===== config.mk =====
export PLATFORM = sky130hd
export DESIGN_NAME = max_pool_2_engine
export DESIGN_NICKNAME = d
export VERILOG_FILES = /design/src/rtl/max_pool_2_engine.sv
export SDC_FILE = /design/constraint.sdc
export NUM_CORES = 1
export LEC_CHECK = 0
export CORE_UTILIZATION = 35
export CTS_BUF_LIST = sky130_fd_sc_hd__clkbuf_8
export CTS_CLUSTER_SIZE = 28
export DETAILED_ROUTE_END_ITERATION = 10
export GPL_TIMING_DRIVEN = 0
export RECOVER_POWER = 25
export SYNTH_ARGS = -nofsm -noshare
export SYNTH_HDL_FRONTEND = slang
export SYNTH_SLANG_ARGS = --single-unit

===== constraint.sdc =====
create_clock -name clk -period 8.16 [get_ports clk]
set_input_delay 1.632 -clock clk [delete_from_list [all_inputs] [get_ports clk]]
set_output_delay 1.632 -clock clk [all_outputs]
set_load 0.02 [all_outputs]

===== src/rtl/max_pool_2_engine.sv =====
`default_nettype none
// ============================================================================
// Module   : max_pool_2_engine
// Purpose  : Second 2x2 / stride-2 max-pooling stage of the CNN engine.
//            Consumes signed 8-bit conv2 pixels in channel-major raster order.
//            The horizontal max of each pixel pair is kept in a half-width row
//            buffer on even rows and combined with the odd row's pair to form
//            the pooled pixel. Pooled pixels are packed four per 32-bit word
//            and written to the max-pool-2 MRAM through Port A. A partial last
//            word is flushed with a byte-enable mask, then done is pulsed.
// Ports    : clk, reset       - clock, synchronous active-high reset
//            start            - one-cycle frame start (honoured only in IDLE)
//            in_data/in_valid - pixel stream in, in_ready - pixel accepted
//            mram_addr_a/din_a/en_a/we_a - registered MRAM write port
//            busy             - frame in progress, done - end-of-frame pulse
// Config   : define MP2_RELU_EN to clamp each pooled value to max(v, 0)
// Revision : 1.0 - initial release
// ============================================================================
module max_pool_2_engine #(
  parameter int IN_W      = 16,
  parameter int IN_H      = 16,
  parameter int CHANNELS  = 8,
  parameter int BASE_ADDR = 0
) (
  input  logic        clk,
  input  logic        reset,
  input  logic        start,
  input  logic [7:0]  in_data,
  input  logic        in_valid,
  output logic        in_ready,
  output logic [9:0]  mram_addr_a,
  output logic [31:0] mram_din_a,
  output logic        mram_en_a,
  output logic [3:0]  mram_we_a,
  output logic        busy,
  output logic        done
);

  localparam int COL_W  = (IN_W > 1) ? $clog2(IN_W) : 1;
  localparam int ROW_W  = (IN_H > 1) ? $clog2(IN_H) : 1;
  localparam int CH_W   = (CHANNELS > 1) ? $clog2(CHANNELS) : 1;
  localparam int HALF_W = IN_W / 2;
  localparam int BUF_AW = (HALF_W > 1) ? $clog2(HALF_W) : 1;
  // Pooled index range covers the full 1024-word MRAM at four pixels per word.
  localparam int PIDX_W = 12;

  localparam logic [COL_W-1:0] COL_LAST = COL_W'(IN_W - 1);
  localparam logic [ROW_W-1:0] ROW_LAST = ROW_W'(IN_H - 1);
  localparam logic [CH_W-1:0]  CH_LAST  = CH_W'(CHANNELS - 1);
  localparam logic [9:0]       BASE     = 10'(BASE_ADDR);

  typedef enum logic [1:0] {
    S_IDLE  = 2'd0,
    S_RUN   = 2'd1,
    S_FLUSH = 2'd2,
    S_DONE  = 2'd3
  } state_t;

  state_t                 state;
  logic [COL_W-1:0]       col;
  logic [ROW_W-1:0]       row;
  logic [CH_W-1:0]        ch;
  logic [PIDX_W-1:0]      pidx;
  logic [23:0]            pack;     // lanes 0..2; lane 3 goes straight to din
  logic signed [7:0]      h_reg;
  logic signed [7:0]      row_buf [HALF_W];

  logic                   accept;
  logic signed [7:0]      pix;
  logic signed [7:0]      h_max;
  logic signed [7:0]      above;
  logic signed [7:0]      pooled;
  logic signed [7:0]      lane_val;
  logic [BUF_AW-1:0]      buf_idx;
  logic [1:0]             lane;
  logic [9:0]             word_addr;
  logic [3:0]             flush_mask;
  logic                   col_last;
  logic                   row_last;
  logic                   ch_last;

  assign accept = in_valid & in_ready;

  always_comb begin
    pix       = signed'(in_data);
    buf_idx   = BUF_AW'(col >> 1);
    h_max     = (pix > h_reg) ? pix : h_reg;
    above     = row_buf[buf_idx];
    pooled    = (h_max > above) ? h_max : above;
`ifdef MP2_RELU_EN
    lane_val  = pooled[7] ? 8'sd0 : pooled;
`else
    lane_val  = pooled;
`endif
    lane      = pidx[1:0];
    // The word being assembled always belongs to pooled index pidx.
    word_addr = BASE + 10'(pidx >> 2);
    col_last  = (col == COL_LAST);
    row_last  = (row == ROW_LAST);
    ch_last   = (ch == CH_LAST);
    case (lane)
      2'd1:    flush_mask = 4'b0001;
      2'd2:    flush_mask = 4'b0011;
      2'd3:    flush_mask = 4'b0111;
      default: flush_mask = 4'b0000;
    endcase
  end

  // Row buffer holds the even-row horizontal maxima; it needs no reset
  // because every entry is rewritten before the matching odd row reads it.
  always_ff @(posedge clk) begin
    if (!reset && accept && col[0] && !row[0]) begin
      row_buf[buf_idx] <= h_max;
    end
  end

  always_ff @(posedge clk) begin
    if (reset) begin
      state       <= S_IDLE;
      col         <= '0;
      row         <= '0;
      ch          <= '0;
      pidx        <= '0;
      pack        <= '0;
      h_reg       <= '0;
      in_ready    <= 1'b0;
      busy        <= 1'b0;
      done        <= 1'b0;
      mram_en_a   <= 1'b0;
      mram_we_a   <= 4'h0;
      mram_addr_a <= 10'h0;
      mram_din_a  <= 32'h0;
    end else begin
      // Write strobe and done are single-cycle pulses unless re-armed below.
      mram_en_a <= 1'b0;
      mram_we_a <= 4'h0;
      done      <= 1'b0;

      case (state)
        S_IDLE: begin
          if (start) begin
            col      <= '0;
            row      <= '0;
            ch       <= '0;
            pidx     <= '0;
            pack     <= '0;
            in_ready <= 1'b1;
            busy     <= 1'b1;
            state    <= S_RUN;
          end
        end

        S_RUN: begin
          if (accept) begin
            if (!col[0]) begin
              h_reg <= pix;
            end else if (row[0]) begin
              pidx <= pidx + 1'b1;
              case (lane)
                2'd0: pack[7:0]   <= lane_val;
                2'd1: pack[15:8]  <= lane_val;
                2'd2: pack[23:16] <= lane_val;
                default: begin
                  mram_en_a   <= 1'b1;
                  mram_we_a   <= 4'hF;
                  mram_addr_a <= word_addr;
                  mram_din_a  <= {lane_val, pack};
                  // Cleared so a later partial word carries zero lanes.
                  pack        <= '0;
                end
              endcase
            end

            if (col_last) begin
              col <= '0;
              if (row_last) begin
                row <= '0;
                if (ch_last) begin
                  ch       <= '0;
                  in_ready <= 1'b0;
                  state    <= S_FLUSH;
                end else begin
                  ch <= ch + 1'b1;
                end
              end else begin
                row <= row + 1'b1;
              end
            end else begin
              col <= col + 1'b1;
            end
          end
        end

        S_FLUSH: begin
          if (lane != 2'd0) begin
            mram_en_a   <= 1'b1;
            mram_we_a   <= flush_mask;
            mram_addr_a <= word_addr;
            mram_din_a  <= {8'h00, pack};
          end
          state <= S_DONE;
        end

        S_DONE: begin
          // First DONE cycle raises done; the second drops it with busy.
          if (!done) begin
            done <= 1'b1;
          end else begin
            busy  <= 1'b0;
            state <= S_IDLE;
          end
        end

        default: state <= S_IDLE;
      endcase
    end
  end

endmodule
`default_nettype wire


==> flow_metrics.tcl <==
set metrics [dict create \
    crit_fanout 9 \
    ctsHoldBuffers 0 \
    met3_usage 0.0288 \
    final_common_cell "nand2_1" \
    seq_area_frac_synth 0.564 \
    cts.repair.resized 0 \
    drt_first_iter_violations 422 \
    dieHeight_um 146 \
    busiest_layer "met2" \
    holdCritPathClass "reg -> reg" \
    syn-cell-area_um2 7270 \
    synth-edff-count 64 \
    fin_skew_ns 0.0141 \
    wire_per_inst_um 17.0 \
    ant_nets 0 \
    nFillCells 1946 \
    nets 774 \
    fin_crit_sh 0.729 \
    tritoncts "yes" \
    final_cell_mix "nand2_1 (123), dfxtp_1 (109), a21oi_1 (67)" \
    cap_violations 1 \
    final.setup.tns_ns 0 \
    yosysWarningCount 0 \
    min_period_ns 5.95 \
    path_clk_slew_ns 0.09 \
    cts.sinks 173 \
    h-tree-depth 4 \
    rsz0062_at_grt "false" \
    slew_headroom -0.789 \
    met1_usage 0.245 \
    root_buffer "clkbuf_8" \
    die_x_um 146 \
    routed_wl_mm 17.2 \
    ios 62 \
    gr-total-overflow 0 \
    outcome "finished, violations left" \
    worst_setup_path_end_kind "flip-flop" \
    drc 0 \
    routabilityCongestion 0.806 \
    critical-path-top-delay-family "compound AO/OA/AOI/OAI gates" \
    synthDistinctLibCells 55 \
    core_um2 20300 \
    ys_async_sr_fraction 0 \
    synth_fp_nets 695 \
    drive_gt1_frac 0.0913 \
    grt_pass1_wl_mm 27.5 \
    final_cells 1015 \
    vias 5272 \
    numCtsBuffers 17 \
    violations "capacitance limit, slew limit" \
    cp.required_ns 8.52 \
    largest_reg_flops 64 \
    synth_top_cell_by_area "dfxtp_1" \
    top_regs "row_buf x64, mram_din_a x32, pack x24" \
    path_cells "clkdlybuf4s50_1, ha_1, nand4_1, a211oi_1, nor2_1, o21ai_0, inv_1, ha_1, nand4_1, nor2_1, a221oi_1, and2_1, buf_1, nand3_1, a32o_1" \
    powerDensity_nw_per_um2 229 \
    dieArea_um2 21400 \
    antenna_found_initial 0 \
    regMostFlops "row_buf" \
    clockBufferDepth 2 \
    worst-path-buf-inv 3 \
    post_cts_buffers 0 \
    antenna_cells 0 \
    cpPeakStageDelay_ns 0.75 \
    crit_path_start_kind "primary input" \
    track_usage 0.167 \
    dp.cells 984 \
    row_count 52 \
    setup_viol 0 \
    worstSetupPathType "in -> reg" \
    hold_viol 0 \
    p_leak_nw 3.02 \
    synth_area_per_cell_um2 11.1 \
    slowest_stage "o21ai_0" \
    synthTopCellsByArea "dfxtp_1 (30%), edfxtp_1 (26%), nand2_1 (6.4%), ha_1 (5.0%), mux4_2 (5.0%)" \
    synth_top_area_share 0.300 \
    max_freq_mhz 168 \
    port_buffers 60 \
    dr.pass1.iters 5 \
    grt_max_degree 17 \
    syn2layout_area_growth_pct 18.4 \
    hold_ws_ns 0.453 \
    ys_seq_elements 173 \
    slew_viol_final 10 \
    worst-endpoint-arrival_ns 6.31 \
    drt-vias-per-instance 5.19 \
    syn_inst 654 \
    first_global_vias 5123 \
    max_slew.worst_pin.slew_ns 2.62 \
    use_met2 0.250 \
    irDropWorstVdd_v 0.000113 \
    synth-main-ff-cell "dfxtp_1" \
    place_hpwl_mm 12.5 \
    start_util 0.358 \
    clock_latency_ns 0.47 \
]
## where the power goes
part           internal [mW]  switching (mW)
sequential             0.920          0.0254
combinational          0.120           0.302
clock                  0.302           0.303
total                   1.34           0.630
## logic make-up (layout without fill, tap and decap cells)
logic type | Yosys count | in the layout | synth area share
multiplexers | 26 | 26 | 0.0637
flip-flops | 173 | 173 | 0.564
AO/OA/AOI/OAI | 149 | 149 | 0.140
XOR/XNOR | 7 | 7 | 0.00843
adder cells (fa/ha/maj) | 29 | 29 | 0.0499
buffers and inverters | 49 | 140 | 0.0267
AND/OR/NAND/NOR | 221 | 221 | 0.147
## worst register-to-register path: stages, from the launching register on
cell and delay [ns]:
dfxtp_1 0.34, inv_1 0.08, ha_1 0.34, nand4_1 0.19
a211oi_1 0.72, nor2_1 0.14, o21ai_0 0.75, inv_1 0.10
ha_1 0.34, nand4_1 0.08, nor2_1 0.04, a221oi_1 0.25
and2_1 0.17, buf_1 0.31, nand3_1 0.34, a32o_1 0.34
## routing by layer
| metal | vias up | routed length, µm |
|---|---|---|
| li1 | 2564 | - |
| met1 | 2578 | 8730 |
| met2 | 113 | 7720 |
| met3 | 17 | 603 |
| met4 | 0 | 196 |
| met5 | - | 0 |
## cell usage after synthesis (all sizes together) (2+ instances only)
cell,instances
nand2,123
dfxtp,109
a21oi,67
edfxtp,64
a32o,29
ha,29
clkbuf,24
nor2,23
o21ai,23
inv,20
nand3,19
mux4,16
and3,10
nand4,9
mux2i,8
o211ai,7
xor2,7
nor2b,6
buf,5
nor3b,5
or3,5
a211oi,4
nand2b,4
a31o,3
and2,3
nor3,3
o21a,3
a221oi,2
and3b,2
mux2,2
nor4,2
nor4b,2
## through the flow
| stage | utilization | setup slack, ns | instance area [µm²] | power [mW] |
|---|---|---|---|---|
| after floorplan | - | 3.34 | 7270 | 1.26 |
| after global placement | 0.404 | 1.76 | 8210 | 1.40 |
| after detailed placement | 0.406 | 1.78 | 8240 | 1.40 |
| after CTS | 0.425 | 2.27 | 8640 | 2.00 |
| after global routing | 0.424 | 1.85 | 8610 | 2.06 |
| final | 0.424 | 2.21 | 8610 | 1.97 |
## final cells by class
class                   instances  area [µm²]  share of cell area
flip-flops and latches        173        4100               0.477
multi-input cells             432        2970               0.345
repair buffers                 60         601              0.0697
well taps                     270         338              0.0392
clock buffers                  21         289              0.0336
plain buffers                  29         119              0.0138
clock inverters                10         113              0.0131
inverters                      20        75.1             0.00872
## final timing paths
path              slack [ns]            end           from  depth (start not counted)
setup / recovery        2.21        pack[3]     in_data[7]                         15
hold / removal          0.45  mram_din_a[1]  mram_din_a[1]                          2
setup reg to reg        3.53        pack[3]       h_reg[7]                         15
hold reg to reg         0.45  mram_din_a[1]  mram_din_a[1]                          2
Power figures use the tool's default switching activity.
